===== config.mk =====
export PLATFORM = sky130hd
export DESIGN_NAME = demux_load_sequencer_flat
export DESIGN_NICKNAME = d
export VERILOG_FILES = /design/src/rtl/demux_load_sequencer_if.sv /design/src/rtl/demux_load_sequencer.sv /design/src/flat_wrapper.sv
export SDC_FILE = /design/constraint.sdc
export NUM_CORES = 1
export LEC_CHECK = 0
export BUFFER_PORTS_ARGS = -buffer_cell sky130_fd_sc_hd__buf_2
export CORE_ASPECT_RATIO = 0.6
export CORE_MARGIN = 5
export CORE_UTILIZATION = 45
export CTS_BUF_LIST = sky130_fd_sc_hd__clkbuf_4 sky130_fd_sc_hd__clkbuf_8 sky130_fd_sc_hd__clkbuf_16
export DETAILED_ROUTE_END_ITERATION = 8
export HOLD_SLACK_MARGIN = 0.12
export PLACE_DENSITY = 0.75
export SETUP_SLACK_MARGIN = 0.02
export SYNTH_ARGS = -nofsm -noshare
export SYNTH_HDL_FRONTEND = slang
export SYNTH_SLANG_ARGS = --single-unit

===== constraint.sdc =====
create_clock -name clk -period 1.8 [get_ports clk]
set_input_delay 0.18 -clock clk [delete_from_list [all_inputs] [get_ports clk]]
set_output_delay 0.18 -clock clk [all_outputs]
set_load 0.02 [all_outputs]

===== src/rtl/demux_load_sequencer_if.sv =====
// Stream and demux bus bundle for demux_load_sequencer.
// Carries the load command (start/num_words/abort) and the upstream
// valid/ready word stream into the sequencer. It also carries the demux drive
// (sel_out/data_out/lane_we) and the status pulses (busy/done/err) back out.
//   master : the side that issues commands and supplies words
//   slave  : the sequencer itself
interface demux_load_sequencer_if #(
    parameter int NUM_LANES    = 32,
    parameter int SELECT_WIDTH = 5,
    parameter int DATA_WIDTH   = 16
);
    // command
    logic                           start;
    logic [SELECT_WIDTH:0]          num_words;
    logic                           abort;
    // upstream stream
    logic                           in_valid;
    logic signed [DATA_WIDTH-1:0]   in_data;
    logic                           in_ready;
    // demux drive
    logic [SELECT_WIDTH-1:0]        sel_out;
    logic signed [DATA_WIDTH-1:0]   data_out;
    logic [NUM_LANES-1:0]           lane_we;
    // status
    logic                           busy;
    logic                           done;
    logic                           err;

    modport master (
        output start, num_words, abort, in_valid, in_data,
        input  in_ready, sel_out, data_out, lane_we, busy, done, err
    );

    modport slave (
        input  start, num_words, abort, in_valid, in_data,
        output in_ready, sel_out, data_out, lane_we, busy, done, err
    );
endinterface


===== src/rtl/demux_load_sequencer.sv =====
// demux_load_sequencer
// Sequences a 1-to-NUM_LANES demux that fans one operand stream out to the
// rows/columns of the systolic array. A load command latches a word count.
// Words are then pulled over a valid/ready stream and written lane by lane
// (lane 0 first) through sel_out/data_out/one-hot lane_we. done pulses in the
// cycle that carries the last write.
// Ports:
//   clk    : rising-edge clock
//   rst_n  : synchronous active-low reset
//   bus    : demux_load_sequencer_if.slave
//            start/num_words/abort : load command, cancel
//            in_valid/in_data/in_ready : upstream word stream
//            sel_out/data_out/lane_we : demux drive, registered
//            busy/done/err : status, registered
module demux_load_sequencer #(
    parameter int NUM_LANES    = 32,
    parameter int SELECT_WIDTH = 5,
    parameter int DATA_WIDTH   = 16
) (
    input  logic                   clk,
    input  logic                   rst_n,
    demux_load_sequencer_if.slave  bus
);

    typedef enum logic [1:0] {
        IDLE = 2'd0,
        LOAD = 2'd1,
        DONE = 2'd2
    } state_t;

    localparam logic [SELECT_WIDTH:0]  MAX_WORDS = (SELECT_WIDTH+1)'(NUM_LANES);
    localparam logic [SELECT_WIDTH:0]  ONE_CNT   = (SELECT_WIDTH+1)'(1);
    localparam logic [NUM_LANES-1:0]   LANE0     = NUM_LANES'(1);

    state_t                          state;
    logic [SELECT_WIDTH-1:0]         idx;
    logic [SELECT_WIDTH:0]           cnt;

    logic [SELECT_WIDTH-1:0]         sel_q;
    logic signed [DATA_WIDTH-1:0]    data_q;
    logic [NUM_LANES-1:0]            we_q;
    logic                            busy_q;
    logic                            done_q;
    logic                            err_q;

    logic                            ready;
    logic                            accept;
    logic                            last_word;
    logic                            num_ok;

    // abort suppresses ready, so abort wins over a same-cycle handshake
    assign ready     = (state == LOAD) && !bus.abort;
    assign accept    = bus.in_valid && ready;
    assign last_word = ({1'b0, idx} == (cnt - ONE_CNT));
    assign num_ok    = (bus.num_words != '0) && (bus.num_words <= MAX_WORDS);

    always_ff @(posedge clk) begin
        if (!rst_n) begin
            state  <= IDLE;
            idx    <= '0;
            cnt    <= '0;
            sel_q  <= '0;
            data_q <= '0;
            we_q   <= '0;
            busy_q <= 1'b0;
            done_q <= 1'b0;
            err_q  <= 1'b0;
        end else begin
            // strobes and pulses default low; sel/data hold so the demux
            // inputs stay stable between writes
            we_q   <= '0;
            done_q <= 1'b0;
            err_q  <= 1'b0;
            case (state)
                IDLE: begin
                    if (bus.start) begin
                        if (num_ok) begin
                            cnt    <= bus.num_words;
                            idx    <= '0;
                            state  <= LOAD;
                            busy_q <= 1'b1;
                        end else begin
                            err_q <= 1'b1;
                        end
                    end
                end
                LOAD: begin
                    if (bus.abort) begin
                        state  <= IDLE;
                        busy_q <= 1'b0;
                    end else if (accept) begin
                        sel_q  <= idx;
                        data_q <= bus.in_data;
                        we_q   <= LANE0 << idx;
                        if (last_word) begin
                            // last write and done share the DONE cycle
                            state  <= DONE;
                            done_q <= 1'b1;
                        end else begin
                            idx <= idx + 1'b1;
                        end
                    end
                end
                DONE: begin
                    state  <= IDLE;
                    busy_q <= 1'b0;
                end
                default: begin
                    state  <= IDLE;
                    busy_q <= 1'b0;
                end
            endcase
        end
    end

    assign bus.in_ready = ready;
    assign bus.sel_out  = sel_q;
    assign bus.data_out = data_q;
    assign bus.lane_we  = we_q;
    assign bus.busy     = busy_q;
    assign bus.done     = done_q;
    assign bus.err      = err_q;

endmodule


===== src/flat_wrapper.sv =====
// flat-port wrapper written by rule: the top's interface ports become plain ports
module demux_load_sequencer_flat 
#(
    parameter int NUM_LANES    = 32,
    parameter int SELECT_WIDTH = 5,
    parameter int DATA_WIDTH   = 16
)
  (clk, rst_n, bus_start, bus_num_words, bus_abort, bus_in_valid, bus_in_data, bus_in_ready, bus_sel_out, bus_data_out, bus_lane_we, bus_busy, bus_done, bus_err);
  demux_load_sequencer_if #(.NUM_LANES(NUM_LANES), .SELECT_WIDTH(SELECT_WIDTH), .DATA_WIDTH(DATA_WIDTH)) bus_i ();
  input  logic clk;
  input  logic rst_n;
  input wire logic [$bits(bus_i.start)-1:0] bus_start;
  input wire logic [$bits(bus_i.num_words)-1:0] bus_num_words;
  input wire logic [$bits(bus_i.abort)-1:0] bus_abort;
  input wire logic [$bits(bus_i.in_valid)-1:0] bus_in_valid;
  input wire logic [$bits(bus_i.in_data)-1:0] bus_in_data;
  output wire logic [$bits(bus_i.in_ready)-1:0] bus_in_ready;
  output wire logic [$bits(bus_i.sel_out)-1:0] bus_sel_out;
  output wire logic [$bits(bus_i.data_out)-1:0] bus_data_out;
  output wire logic [$bits(bus_i.lane_we)-1:0] bus_lane_we;
  output wire logic [$bits(bus_i.busy)-1:0] bus_busy;
  output wire logic [$bits(bus_i.done)-1:0] bus_done;
  output wire logic [$bits(bus_i.err)-1:0] bus_err;
  assign bus_i.start = bus_start;
  assign bus_i.num_words = bus_num_words;
  assign bus_i.abort = bus_abort;
  assign bus_i.in_valid = bus_in_valid;
  assign bus_i.in_data = bus_in_data;
  assign bus_in_ready = bus_i.in_ready;
  assign bus_sel_out = bus_i.sel_out;
  assign bus_data_out = bus_i.data_out;
  assign bus_lane_we = bus_i.lane_we;
  assign bus_busy = bus_i.busy;
  assign bus_done = bus_i.done;
  assign bus_err = bus_i.err;
  demux_load_sequencer #(.NUM_LANES(NUM_LANES), .SELECT_WIDTH(SELECT_WIDTH), .DATA_WIDTH(DATA_WIDTH)) u_core (.clk(clk), .rst_n(rst_n), .bus(bus_i));
endmodule

Yosys cells after proc, flatten, opt, wreduce, memory -nomap -nowiden. Cells that the tools add are included.

Memories kept: 0. Latch bits: 0. Output and inout bits: 57. Bits in registers: 69. Memory bits (writable): 0. Word-level logic and storage cells: 59. Bits in read-only memories: 0.

Equal/unequal tests: 10. Divide/modulo/power cells: 0. Multiplexer cells: 18. Add/sub/neg operators: 2. Shifts and indexed selects: 1. Bitwise logic cells: 4. $lt $le $gt $ge: 1. Multipliers: 0. Reductions and logical operators: 14.

Operators with widths (count): $shl A1 B5 Y32 const A (1); $mux W5 (5); $reduce_and A3 Y1 (4); $mux W2 (5); $pmux W5 S2 (1); $ne A2 B2 Y1 const B (4); $eq A5 B6 Y1 (1); $le A6 B6 Y1 const B (1); $ne A3 B2 Y1 const B (2); $reduce_and A6 Y1 (1); $reduce_bool A6 Y1 (1); $sub A6 B1 Y6 const B (1); $add A5 B1 Y5 const B (1); $mux W1 (5); $ne A2 B1 Y1 const B (2); $not A1 Y1 (4); $pmux W2 S2 (1); $reduce_and A4 Y1 (1); $reduce_or A4 Y1 (1); $logic_and A1 B1 Y1 (3); $eq A2 B1 Y1 const B (1); $logic_not A2 Y1 (1); $pmux W1 S2 (1); $reduce_bool A2 Y1 (1); $logic_not A1 Y1 (1).

Logic depth before layout (Yosys ltp). Gate-level depths: netlist of run 1.

Depth in word-level cells: 6. Gate-level depth with buffers: 7. Mapped depth without buffers: 7.

Worst setup path after synthesis of run 1. Ideal clock, no wire load.

Kind: register to register. Start: register u_core.state[0]. End: register u_core.idx[1]. Path buffers: 0. Stages on the path, launching flop included: 5. Arrival time: 1743 ps. Slack: -14 ps. Data required time: 1728 ps. Cell sequence: dfxtp_1 > nor3b_1 > nand2_1 > o211ai_4 > mux2i_1.

Longest elaborated chain between the ends: 5. Elaborated cells between the ends (all ways): 12. Classes of those cells: eq/ne (6); mux (1); reduce/logical (5).

RTL lines: start: declaration (line demux_load_sequencer.sv:35) `state_t state;`; start signal: assignment (line demux_load_sequencer.sv:59) `state <= IDLE;`; start signal: assignment (line demux_load_sequencer.sv:80) `state <= LOAD;`; start signal: assignment (line demux_load_sequencer.sv:89) `state <= IDLE;`; $eq A2 B1 Y1 (line demux_load_sequencer.sv:52) `assign ready = (state == LOAD) && !bus.abort;`; $logic_and A1 B1 Y1 (line demux_load_sequencer.sv:52); net bus_in_ready (line flat_wrapper.sv:17) `output wire logic [$bits(bus_i.in_ready)-1:0] bus_in_ready;`; $logic_and A1 B1 Y1 (line demux_load_sequencer.sv:53) `assign accept = bus.in_valid && ready;`; $ne A2 B1 Y1 (no line); $reduce_and A6 Y1 (no line); end signal: assignment (line demux_load_sequencer.sv:100) `idx <= idx + 1'b1;`; end: declaration (line demux_load_sequencer.sv:36) `logic [SELECT_WIDTH-1:0] idx;`.

The timed path passes the listed nets, and every way through them passes these cells. A chain may end at the register's enable or synchronous reset.

Worst setup path after layout of run 1.
Start: register u_core.cnt[0]. End: register u_core.idx[0].

Longest elaborated chain between the ends: 4.

RTL lines: start: declaration (line demux_load_sequencer.sv:37) `logic [SELECT_WIDTH:0] cnt;`; start signal: assignment (line demux_load_sequencer.sv:78) `cnt <= bus.num_words;`; $sub A6 B1 Y6 (line demux_load_sequencer.sv:54) `assign last_word = ({1'b0, idx} == (cnt - ONE_CNT));`; $eq A5 B6 Y1 (line demux_load_sequencer.sv:54); $ne A2 B2 Y1 (no line); $reduce_and A6 Y1 (no line).

No other way between the ends.

==> metrics.log, run 1 <==
INFO  metric run_status = finished with violations
INFO  metric failing_checks = negative setup slack
INFO  metric effective_utilization_at_floorplan = between 40% and 50%
INFO  metric critical_path.reg2reg.startpoint = u_core.cnt[0]
INFO  metric min_period = between 1.5 and 2 ns
INFO  metric drcViolationCount = 0
INFO  metric synth_seq_cells = between 60 and 70
INFO  metric die-width = 108 um
INFO  metric dp.final_hpwl = about 4.8 mm
INFO  metric row_count = 21
INFO  metric final_design_area_no_fill = approximately 3700 sq um
INFO  metric crit_required = roughly 2.0 ns
INFO  metric global_route.overflow_total = 0
INFO  metric timing_hold_violations_final = 0
INFO  metric globalRouteMet3Util = about 7%
INFO  metric synth_area_leader_cell = dfxtp_1
INFO  metric worst_setup_path_end_kind = flop
INFO  metric gr-usage-met2 = 32.0%
INFO  metric post_layout_nonfiller_instances = 497
INFO  metric setup-violations-final = 8
INFO  metric post_synth_most_frequent_cells = nand2_1 (76), dfxtp_1 (69), nor2_1 (36), a21boi_0 (26), clkbuf_1 (11)
INFO  metric die_y = just under 70 um
INFO  metric drtIter0Drc = about 110
INFO  metric layout-drive-gt1-share = a little under a third
INFO  metric grt.busiest_layer = met2
INFO  metric tritoncts_clock_tree = done
INFO  metric fin_ws = -0.0715 ns
INFO  metric hp-class = in2reg
INFO  metric numClockSinks = just under 70
INFO  metric ctsHtreeMaxLevel = 3
INFO  metric pwr_density_cell = about 890 nW/um^2
INFO  metric total_of_buffers_placed_on_input_and_output_ports = 83
INFO  metric layout.nets = between 400 and 500
INFO  metric grt_first_pass_wirelength = roughly 11 mm
INFO  metric yosys_warnings = 0
INFO  metric clock_tree.root_cell = clkbuf_8
INFO  metric slack_of_the_worst_reg_to_reg_path = -0.07 ns
INFO  metric detailedRoute.firstPassIterationCount = 5
INFO  metric hp-start = bus_in_valid
INFO  metric timing.final.crit_share = 104%
INFO  metric dp_cell_count = 458
INFO  metric post_cts.repair.setup_buffers = 0
INFO  metric timing.critical_path.from = u_core.cnt[0]
INFO  metric main_area_contributors_after_synthesis = dfxtp_1 (53%), nand2_1 (11%), a21boi_0 (7.5%)
INFO  metric via_count = 2,337
INFO  metric max-slew-margin-rel = 69.9%
INFO  metric async_reset_ff_share = 0%
INFO  metric yosysMostFrequentCell = nand2_1
INFO  metric routed_via_density = between 4 and 5
INFO  metric cpPeakStageDelay = between 0.5 and 0.6 ns
INFO  metric core_region_area = between 5000 and 6000 sq um
INFO  metric critPathKind = reg2reg
INFO  metric first_global_vias = roughly 2,300
INFO  metric maximum_number_of_pins_on_one_net_before_global_route_repair = 31
INFO  metric skew_final = ~0.008 ns
INFO  metric max_freq = ~0.53 GHz
INFO  metric setup_repair_after_global_routing_missed_its_margin = true
INFO  metric ioPinCount = 84
INFO  metric timing_max_transition_violations_final = 0
INFO  metric leak_pwr = approximately 1.6 nW
INFO  metric yosys.area.top_type_share = 53.1%
INFO  metric flow.area_growth_from_synthesis = 43.5%
INFO  metric ctsLongestPathBuffers = 2
INFO  metric post_syn_nets = between 300 and 400
INFO  metric gr-usage-all-layers = just over 20%
INFO  metric slowest_stage = or4_4
INFO  metric arrival = between 2 and 2.5 ns
INFO  metric worst_ir_drop_vdd = 0.000546 V
INFO  metric routed_wire_length_per_instance = about 14 um
INFO  metric post_dp_cell_area = roughly 3200 sq um
INFO  metric transition_time_at_the_pin_with_the_least_slew_margin = around 0.45 ns
INFO  metric worstSetupStartpointType = flop
INFO  metric synth-edff-count = 0
INFO  metric drt-total-wl = around 6.8 mm
INFO  metric fp.dieArea = between 7000 and 8000 sq um
INFO  metric postRouteAntennaNets = 0
INFO  metric clk_transition_reported_paths = 0.08 ns
INFO  metric netlist_area = approximately 2600 sq um
INFO  metric clk_latency = roughly 0.34 ns
INFO  metric synth.avg_cell_area = 8.98 sq um
INFO  metric cp_cell_sequence = or4_4, o21a_1, nor4_1, buf_4, and2_4, o22ai_1
INFO  metric antenna_found_initial = 0
INFO  metric critPathMaxFanout = 4
INFO  metric postSynthCellCount = between 200 and 300
INFO  metric synth.yosys.seq_area_share = 53.1%
INFO  metric fill_cells = approximately 460
INFO  metric globalplace.congestion = just over 0.8
INFO  metric diodes = 0
INFO  metric post_synth_cell_types = 43
INFO  metric gr-usage-met1 = about a quarter
INFO  metric cts-buffers-inserted = 9
INFO  metric yosys_most_used_dff = dfxtp_1
INFO  metric cap_violations = 0
[through the flow]
step                setup slack, ns  hold WS (ns)  TNS [ns]  power, W  utilization, %
floorplan                    0.0418         0.315         0   0.00170               -
global placement            -0.0871         0.429    -0.931   0.00178            57.5
detailed placement           -0.132         0.438     -1.38   0.00179            57.5
CTS                         -0.0470         0.165    -0.145   0.00335            66.7
global route                 -0.123         0.171    -0.875   0.00344            66.8
finish                      -0.0715         0.182    -0.349   0.00332            66.8
[layer usage]
layer	up-vias	wire, um
met5	-	0
met4	0	31
met3	2	567
met2	73	3040
met1	1059	3170
li1	1203	-
[state kept, by name, summed over array words and instances (netlist names)]
signal / cells
u_core.state: 2
u_core.bus.sel_out: 5
u_core.bus.busy: 1
u_core.bus.lane_we: 32
u_core.idx: 5
u_core.cnt: 6
u_core.bus.done: 1
u_core.bus.data_out: 16
u_core.bus.err: 1
[area by class of cell]
type | count | area [sq um] | area share (%)
clock buffers | 9 | 124 | 3.31
clock inverters | 7 | 124 | 3.31
inverters | 5 | 18.8 | 0.502
multi-input cells | 202 | 1200 | 32.0
flip-flops and latches | 69 | 1380 | 37.0
well taps | 80 | 100 | 2.68
repair buffers | 125 | 792 | 21.2
[final timing paths]
kind,to,cells past startpoint
worst max register to register,u_core.idx[0],6
worst min register to register,u_core.bus.data_out[12],2
worst max-delay path,u_core.idx[0],6
worst min-delay path,u_core.state[0],3
[placed cells by master (no fill, tap or decap), types with 2 or more instances in the layout]
cell type	instances
buf_2	83
nand2_1	76
dfxtp_1	68
nor2_1	36
a21boi_0	26
dlygate4sd3_1	23
buf_4	18
clkbuf_8	9
ha_1	7
nand3_1	6
inv_1	5
nor2b_1	4
nand2b_1	4
nor3_1	3
xor2_1	3
xnor2_1	3
bufinv_16	3
clkinv_4	3
or2_2	2
or4_4	2
o21a_1	2
and3b_1	2
o211ai_1	2
mux2i_1	2
[power breakdown]
group	leakage, nW	internal, W	switching (W)
clock	0.120	0.000926	0.000583
combinational	0.958	0.000130	0.000122
sequential	0.557	0.00154	0.0000125
[critical path: cells and delay by family (launching register included)]
family | cells | cell delay [ns]
and+or+nand+nor | 3 | 0.94
DFF | 1 | 0.33
buffers and inverters | 1 | 0.19
AOI/OAI and AO/OA | 2 | 0.30
[cell families (layout without fill, tap and decap cells)]
kind of cell	Yosys count	after routing	synth area share [%]
buffers and inverters	19	146	3.08
and+or+nand+nor	145	145	24.5
DFF	69	69	53.1
adders and majority gates	7	7	3.36
xor gates and xnor gates	6	6	2.02
AOI/OAI and AO/OA	42	42	13.2
muxes	2	2	0.769
[what timing repair did]
item                                    4_1_cts  5_1_grt
pin swaps                                     2        0
hold buffers                                 23        0
gates resized for setup                       7        1
endpoints found under the setup margin        8       17
endpoints found under the hold margin        23        0
Note: power is estimated with default switching activity, not from simulation.
==> run 2, diff against run 1 <==
--- a/config.mk
+++ b/config.mk
@@ -8,11 +8,10 @@
 export BUFFER_PORTS_ARGS = -buffer_cell sky130_fd_sc_hd__buf_2
 export CORE_ASPECT_RATIO = 0.6
 export CORE_MARGIN = 5
-export CORE_UTILIZATION = 45
+export CORE_UTILIZATION = 35
 export CTS_BUF_LIST = sky130_fd_sc_hd__clkbuf_4 sky130_fd_sc_hd__clkbuf_8 sky130_fd_sc_hd__clkbuf_16
 export DETAILED_ROUTE_END_ITERATION = 8
 export HOLD_SLACK_MARGIN = 0.12
-export PLACE_DENSITY = 0.75
 export SETUP_SLACK_MARGIN = 0.02
 export SYNTH_ARGS = -nofsm -noshare
 export SYNTH_HDL_FRONTEND = slang
==> metrics.log, run 2 (same netlist as run 1, synthesis figures left out) <==
INFO  metric run_status = finished with violations (unchanged)
INFO  metric failing_checks = negative setup slack (unchanged)
INFO  metric worst_ir_drop_vdd = 0.000724 V (was 0.000546 V)
INFO  metric ctsLongestPathBuffers = 2 (unchanged)
INFO  metric diodes = 0 (unchanged)
INFO  metric dp_cell_count = 486 (was 458)
INFO  metric ctsHtreeMaxLevel = 3 (unchanged)
INFO  metric layout.nets = 448 (was 446)
INFO  metric routed_via_density = 4.51 (was 4.70)
INFO  metric maximum_number_of_pins_on_one_net_before_global_route_repair = 31 (unchanged)
INFO  metric globalplace.congestion = 0.802 (was 0.811)
INFO  metric setup-violations-final = 5 (was 8)
INFO  metric antenna_found_initial = 0 (unchanged)
INFO  metric clock_tree.root_cell = clkbuf_16 (was clkbuf_8)
INFO  metric global_route.overflow_total = 0 (unchanged)
INFO  metric layout.cells.most_common_list = buf_2 (83), nand2_1 (76), dfxtp_1 (67), nor2_1 (36), a21boi_0 (26) (was buf_2 (83), nand2_1 (76), dfxtp_1 (68), nor2_1 (36), a21boi_0 (26))
INFO  metric gr-usage-all-layers = 15.8% (was 20.1%)
INFO  metric tritoncts_clock_tree = done (unchanged)
INFO  metric slack_of_the_worst_reg_to_reg_path = -0.05 ns (was -0.07 ns)
INFO  metric multiInputGateArea = 1220 sq um (was 1200 sq um)
INFO  metric slowest_stage = or4_4 (unchanged)
INFO  metric drt-total-wl = 6.84 mm (was 6.80 mm)
INFO  metric effective_utilization_at_floorplan = 36.0% (was 46.5%)
INFO  metric fp.dieArea = 9320 sq um (was 7460 sq um)
INFO  metric fin_ws = -0.0475 ns (was -0.0715 ns)
INFO  metric timing_max_transition_violations_final = 0 (unchanged)
INFO  metric clk_latency = 0.33 ns (was 0.34 ns)
INFO  metric hp-class = in2reg (unchanged)
INFO  metric largest_reg_flops = 32 (unchanged)
INFO  metric max-slew-margin-rel = 73.9% (was 69.9%)
INFO  metric skew_final = 0.00697 ns (was 0.00782 ns)
INFO  metric first_global_vias = 2,366 (was 2,340)
INFO  metric row_count = 24 (was 21)
INFO  metric drtIter0Drc = 127 (was 106)
INFO  metric cp_cell_sequence = or4_4, o21a_4, o41ai_4, o211ai_4, mux2i_1 (was or4_4, o21a_1, nor4_1, buf_4, and2_4, o22ai_1)
INFO  metric arrival = 2.06 ns (was 2.09 ns)
INFO  metric post_cts.repair.setup_buffers = 0 (unchanged)
INFO  metric transition_time_at_the_pin_with_the_least_slew_margin = 0.389 ns (was 0.449 ns)
INFO  metric fill_cells = 672 (was 464)
INFO  metric cpPeakStageDelay = 0.57 ns (was 0.55 ns)
INFO  metric worst_setup_path_end_kind = flop (unchanged)
INFO  metric dp.final_hpwl = 4.97 mm (was 4.77 mm)
INFO  metric core_region_area = 7240 sq um (was 5600 sq um)
INFO  metric crit_required = 2.01 ns (was 2.02 ns)
INFO  metric dp_worst_slack = -0.107 ns (was -0.132 ns)
INFO  metric pwr_density_cell = 984 nW/um^2 (was 887 nW/um^2)
INFO  metric layout-drive-gt1-share = 33.5% (was 31.7%)
INFO  metric critPathMaxFanout = 5 (was 4)
INFO  metric cts-buffers-inserted = 9 (unchanged)
INFO  metric worstSetupStartpointType = flop (unchanged)
INFO  metric worstPathBufferInverterCount = 0 (was 1)
INFO  metric routed_wire_length_per_instance = 13.1 um (was 13.7 um)
INFO  metric layout_commonest_cell = buf_2 (unchanged)
INFO  metric layout.area.seq = 1380 sq um (about the same)
INFO  metric die-width = 121 um (was 108 um)
INFO  metric timing.final.crit_share = 103% (was 104%)
INFO  metric clk_transition_reported_paths = 0.06 ns (was 0.08 ns)
INFO  metric leak_pwr = 1.70 nW (was 1.64 nW)
INFO  metric die_y = 76.8 um (was 68.9 um)
INFO  metric total_of_buffers_placed_on_input_and_output_ports = 83 (unchanged)
INFO  metric cap_violations = 0 (unchanged)
INFO  metric grt_first_pass_wirelength = 11.6 mm (was 11.4 mm)
INFO  metric critPathKind = reg2reg (unchanged)
INFO  metric post_layout_nonfiller_instances = 522 (was 497)
INFO  metric via_count = 2,352 (was 2,337)
INFO  metric max_freq = 0.541 GHz (was 0.534 GHz)
INFO  metric flow.area_growth_from_synthesis = 49.7% (was 43.5%)
INFO  metric postRouteAntennaNets = 0 (unchanged)
INFO  metric min_period = 1.85 ns (was 1.87 ns)
INFO  metric numClockSinks = 69 (unchanged)
INFO  metric ioPinCount = 84 (unchanged)
INFO  metric cpLargestDelayFamily = compound AO/OA/AOI/OAI gates (was simple AND/OR/NAND/NOR gates)
INFO  metric setup_repair_after_global_routing_missed_its_margin = true (unchanged)
INFO  metric timing_hold_violations_final = 0 (unchanged)
INFO  metric detailedRoute.firstPassIterationCount = 4 (was 5)
INFO  metric drcViolationCount = 0 (unchanged)
run 2: changes by cell type in the layout (fill, tap and decap cells not counted), moves of 2 or more:
cell / delta
buf_4: +5
clkbuf_16: +9
clkbuf_8: -7
clkinv_4: -3
dlygate4sd3_1: -2
run 2: worst register-to-register path: cells and delay by family (launching register included):
family / cells / cell delay [ns]
simple gates: 1 / 0.57
mux: 1 / 0.16
flops: 1 / 0.33
compound gates: 3 / 0.68
run 2: where the power goes:
part	switching (W)	internal (W)	total (W)
clock	0.000600	0.00142	0.00202
combinational	0.000126	0.000136	0.000262
sequential	0.0000128	0.00155	0.00156
run 2: cell type report:
| type | count | share of cell area [%] |
|---|---|---|
| clock buffer | 11 | 6.48 |
| clock inverter | 4 | 2.44 |
| inverter | 5 | 0.481 |
| multi-input combinational | 202 | 31.3 |
| sequential | 69 | 35.5 |
| tap | 104 | 3.34 |
| timing repair buffer | 127 | 20.5 |
run 2: path summary, 6_finish.rpt:
kind	startpoint	to	cells past startpoint
hold reg to reg	u_core.bus.data_out[1]	u_core.bus.data_out[1]	2
hold / removal	bus_num_words[2]	u_core.cnt[2]	3
setup reg to reg	u_core.cnt[0]	u_core.idx[1]	5
setup / recovery	u_core.cnt[0]	u_core.idx[1]	5
run 2: what timing repair did:
action / in CTS / in global routing
hold buffers: 21 / 0
pin swaps: 4 / 1
hold endpoints to repair: 21 / 0
resized for setup: 9 / 3
endpoints found under the setup margin: 8 / 7
run 2: per-layer routing:
metal  vias up  routed length (um)  GRT usage (%)
met4         0                 115           5.59
met1      1065                3380           21.3
met5         -                   0              0
met2        76                2740           22.0
li1       1199                   -              -
met3        12                 613           7.65
run 2: per-stage QoR:
stage / hold slack [ns] / cell area [sq um] / util [%] / setup TNS (ns) / power, W
final: 0.129 / 3900 / 53.9 / -0.159 / 0.00384
after global routing: 0.130 / 3900 / 53.9 / -0.418 / 0.00399
after CTS: 0.123 / 3880 / 53.6 / -0.0299 / 0.00388
after detailed placement: 0.438 / 3280 / 45.3 / -0.827 / 0.00180
after global placement: 0.429 / 3280 / 45.3 / -0.346 / 0.00179
after floorplan: 0.315 / 2610 / - / 0 / 0.00170
==> run 3, diff against run 2 <==
==> constraint.sdc (replaced) <==
create_clock -name clk -period 1.7 [get_ports clk]
set_input_delay 0.17 -clock clk [delete_from_list [all_inputs] [get_ports clk]]
set_output_delay 0.17 -clock clk [all_outputs]
set_load 0.02 [all_outputs]
==> metrics.log, run 3 (same netlist as run 1, synthesis figures left out) <==
INFO  metric worstSetupStartpointType = flop (unchanged)
INFO  metric grt_first_pass_wirelength = 11.5 mm (was 11.6 mm)
INFO  metric worst_setup_path_end_kind = flop (unchanged)
INFO  metric fp.dieArea = 9320 sq um (unchanged)
INFO  metric cap_violations = 0 (unchanged)
INFO  metric netSwitchingPower = 0.000830 W (was 0.000739 W)
INFO  metric gr-usage-all-layers = 15.6% (was 15.8%)
INFO  metric total_of_buffers_placed_on_input_and_output_ports = 83 (unchanged)
INFO  metric final_core_util = 54.1% (was 53.9%)
INFO  metric flow.area_growth_from_synthesis = 50.3% (was 49.7%)
INFO  metric timing.critical_path.from = u_core.cnt[3] (was u_core.cnt[0])
INFO  metric power.sequential.fraction = 41.9% (was 40.6%)
INFO  metric failing_checks = negative setup slack (unchanged)
INFO  metric slack_of_the_worst_reg_to_reg_path = -0.1 ns (was -0.05 ns)
INFO  metric routed_wire_length_per_instance = 12.9 um (was 13.1 um)
INFO  metric critPathMaxFanout = 5 (unchanged)
INFO  metric hp-class = in2reg (unchanged)
INFO  metric run_status = finished with violations (unchanged)
INFO  metric global_route.overflow_total = 0 (unchanged)
INFO  metric routed_via_density = 4.43 (was 4.51)
INFO  metric row_count = 24 (unchanged)
INFO  metric antenna_found_initial = 0 (unchanged)
INFO  metric die_y = 76.8 um (unchanged)
INFO  metric skew_final = 0.00854 ns (was 0.00697 ns)
INFO  metric critPathKind = reg2reg (unchanged)
INFO  metric largest_reg_flops = 32 (unchanged)
INFO  metric drtIter0Drc = 78 (was 127)
INFO  metric crit_required = 1.95 ns (was 2.01 ns)
INFO  metric leak_pwr = 1.71 nW (was 1.70 nW)
INFO  metric setup_repair_after_global_routing_missed_its_margin = true (unchanged)
INFO  metric timing.final.crit_share = 106% (was 103%)
INFO  metric setup.worst_path.end = u_core.idx[3] (was u_core.idx[1])
INFO  metric tritoncts_clock_tree = done (unchanged)
INFO  metric core_region_area = 7240 sq um (unchanged)
INFO  metric clk_transition_reported_paths = 0.06 ns (about the same)
INFO  metric final_design_area_no_fill = 3910 sq um (was 3900 sq um)
INFO  metric drt-total-wl = 6.80 mm (was 6.84 mm)
INFO  metric timing_max_transition_violations_final = 0 (unchanged)
INFO  metric ctsHtreeMaxLevel = 3 (unchanged)
INFO  metric setup-violations-final = 8 (was 5)
INFO  metric regToRegEndpoint = u_core.idx[3] (was u_core.idx[1])
INFO  metric clk_latency = 0.33 ns (about the same)
INFO  metric power.switching_fraction = 21.1% (was 19.2%)
INFO  metric clock_tree.root_cell = clkbuf_16 (unchanged)
INFO  metric dp_cell_count = 489 (was 486)
INFO  metric layout.nets = 452 (was 448)
INFO  metric hp-start = bus_in_valid (was bus_num_words[2])
INFO  metric die-width = 121 um (unchanged)
INFO  metric max_freq = 0.557 GHz (was 0.541 GHz)
INFO  metric worst_r2r_path_depth = 5 (unchanged)
INFO  metric post_layout_nonfiller_instances = 527 (was 522)
INFO  metric max-slew-margin-rel = 73.9% (about the same)
INFO  metric detailedRoute.firstPassIterationCount = 5 (was 4)
INFO  metric timing_hold_violations_final = 0 (unchanged)
INFO  metric first_global_vias = 2,340 (was 2,366)
INFO  metric fill_cells = 676 (was 672)
INFO  metric diodes = 0 (unchanged)
INFO  metric worst_ir_drop_vdd = 0.000585 V (was 0.000724 V)
INFO  metric min_period = 1.80 ns (was 1.85 ns)
INFO  metric arrival = 2.05 ns (was 2.06 ns)
INFO  metric layout.area.seq = 1390 sq um (was 1380 sq um)
INFO  metric maximum_number_of_pins_on_one_net_before_global_route_repair = 26 (was 31)
INFO  metric ioPinCount = 84 (unchanged)
INFO  metric dp_worst_slack = -0.172 ns (was -0.107 ns)
INFO  metric power.internal = 0.00311 W (was 0.00310 W)
INFO  metric layout.cells.most_common_list = buf_2 (83), nand2_1 (75), dfxtp_1 (66), nor2_1 (34) (was buf_2 (83), nand2_1 (76), dfxtp_1 (67), nor2_1 (36), a21boi_0 (26))
INFO  metric finalPower = 0.00394 W (was 0.00384 W)
INFO  metric pwr_density_cell = 1010 nW/um^2 (was 984 nW/um^2)
INFO  metric layout-drive-gt1-share = 34.5% (was 33.5%)
INFO  metric ctsLongestPathBuffers = 2 (unchanged)
INFO  metric layout_commonest_cell = buf_2 (unchanged)
INFO  metric via_count = 2,336 (was 2,352)
INFO  metric dp.final_hpwl = 5.02 mm (was 4.97 mm)
INFO  metric post_dp_cell_area = 3300 sq um (was 3280 sq um)
INFO  metric effective_utilization_at_floorplan = 36.0% (unchanged)
INFO  metric critical_path.reg2reg.startpoint = u_core.cnt[3] (was u_core.cnt[0])
INFO  metric postRouteAntennaNets = 0 (unchanged)
INFO  metric power.share.clock = 50.9% (was 52.5%)
INFO  metric drcViolationCount = 0 (unchanged)
INFO  metric numClockSinks = 69 (unchanged)
INFO  metric fin_ws = -0.0961 ns (was -0.0475 ns)
INFO  metric cts-buffers-inserted = 9 (unchanged)
INFO  metric multiInputGateArea = 1220 sq um (about the same)
INFO  metric transition_time_at_the_pin_with_the_least_slew_margin = 0.389 ns (about the same)
INFO  metric power_frac_comb = 7.2% (was 6.8%)
INFO  metric globalplace.congestion = 0.782 (was 0.802)
## run 3: what timing repair did
action,4_1_cts,5_1_grt
pin swaps,5,2
gates cloned,0,0
hold buffers,22,0
hold endpoints to repair,22,0
endpoints found under the setup margin,8,22
buffers inserted,0,0
gates resized for setup,9,7
## run 3: stage by stage
stage               hold slack [ns]  setup TNS, ns
global placement              0.419          -1.59
detailed placement            0.429          -2.23
CTS                           0.192         -0.538
finish                        0.197         -0.509
global route                  0.208          -1.16
floorplan                     0.297         -0.215
## run 3: area by class of cell
class,count,area share (%)
Multi-Input combinational cell,202,31.1
Inverter,5,0.480
Clock buffer,10,6.11
Timing Repair Buffer,131,21.4
Sequential cell,69,35.4
Clock inverter,6,2.21
Tap cell,104,3.32
## run 3: critical path: stages (launching register included)
cell,delay [ns]
dfxtp_2,0.32
or4_4,0.55
o21a_4,0.25
o41ai_4,0.25
o211ai_4,0.17
o211ai_1,0.19
## run 3: per-layer routing
metal | routed length, um | GRT usage (%) | vias up | share of wire (%)
met5 | 0 | 0 | - | 0
met3 | 555 | 6.99 | 8 | 8.2
met2 | 2720 | 22.8 | 67 | 40
met1 | 3460 | 20.9 | 1052 | 51
met4 | 65 | 4.36 | 0 | 0.96
li1 | - | - | 1209 | -
## run 3: worst min-delay path by stage
| stage | to | cells after the start |
|---|---|---|
| CTS | u_core.state[0] | 3 |
| finish | u_core.state[0] | 3 |
| global route | u_core.state[0] | 3 |
| detailed placement | u_core.bus.data_out[2] | 3 |
| global placement | u_core.bus.data_out[6] | 3 |
| floorplan | u_core.cnt[0] | 2 |
## run 3: power by group through the flow
stage	Combinational [W]	Sequential, W	Clock [W]
after global placement	0.000222	0.00168	0
after global routing	0.000312	0.00165	0.00212
after detailed placement	0.000227	0.00168	0
after floorplan	0.000108	0.00169	0
final	0.000283	0.00165	0.00200
after CTS	0.000279	0.00165	0.00205
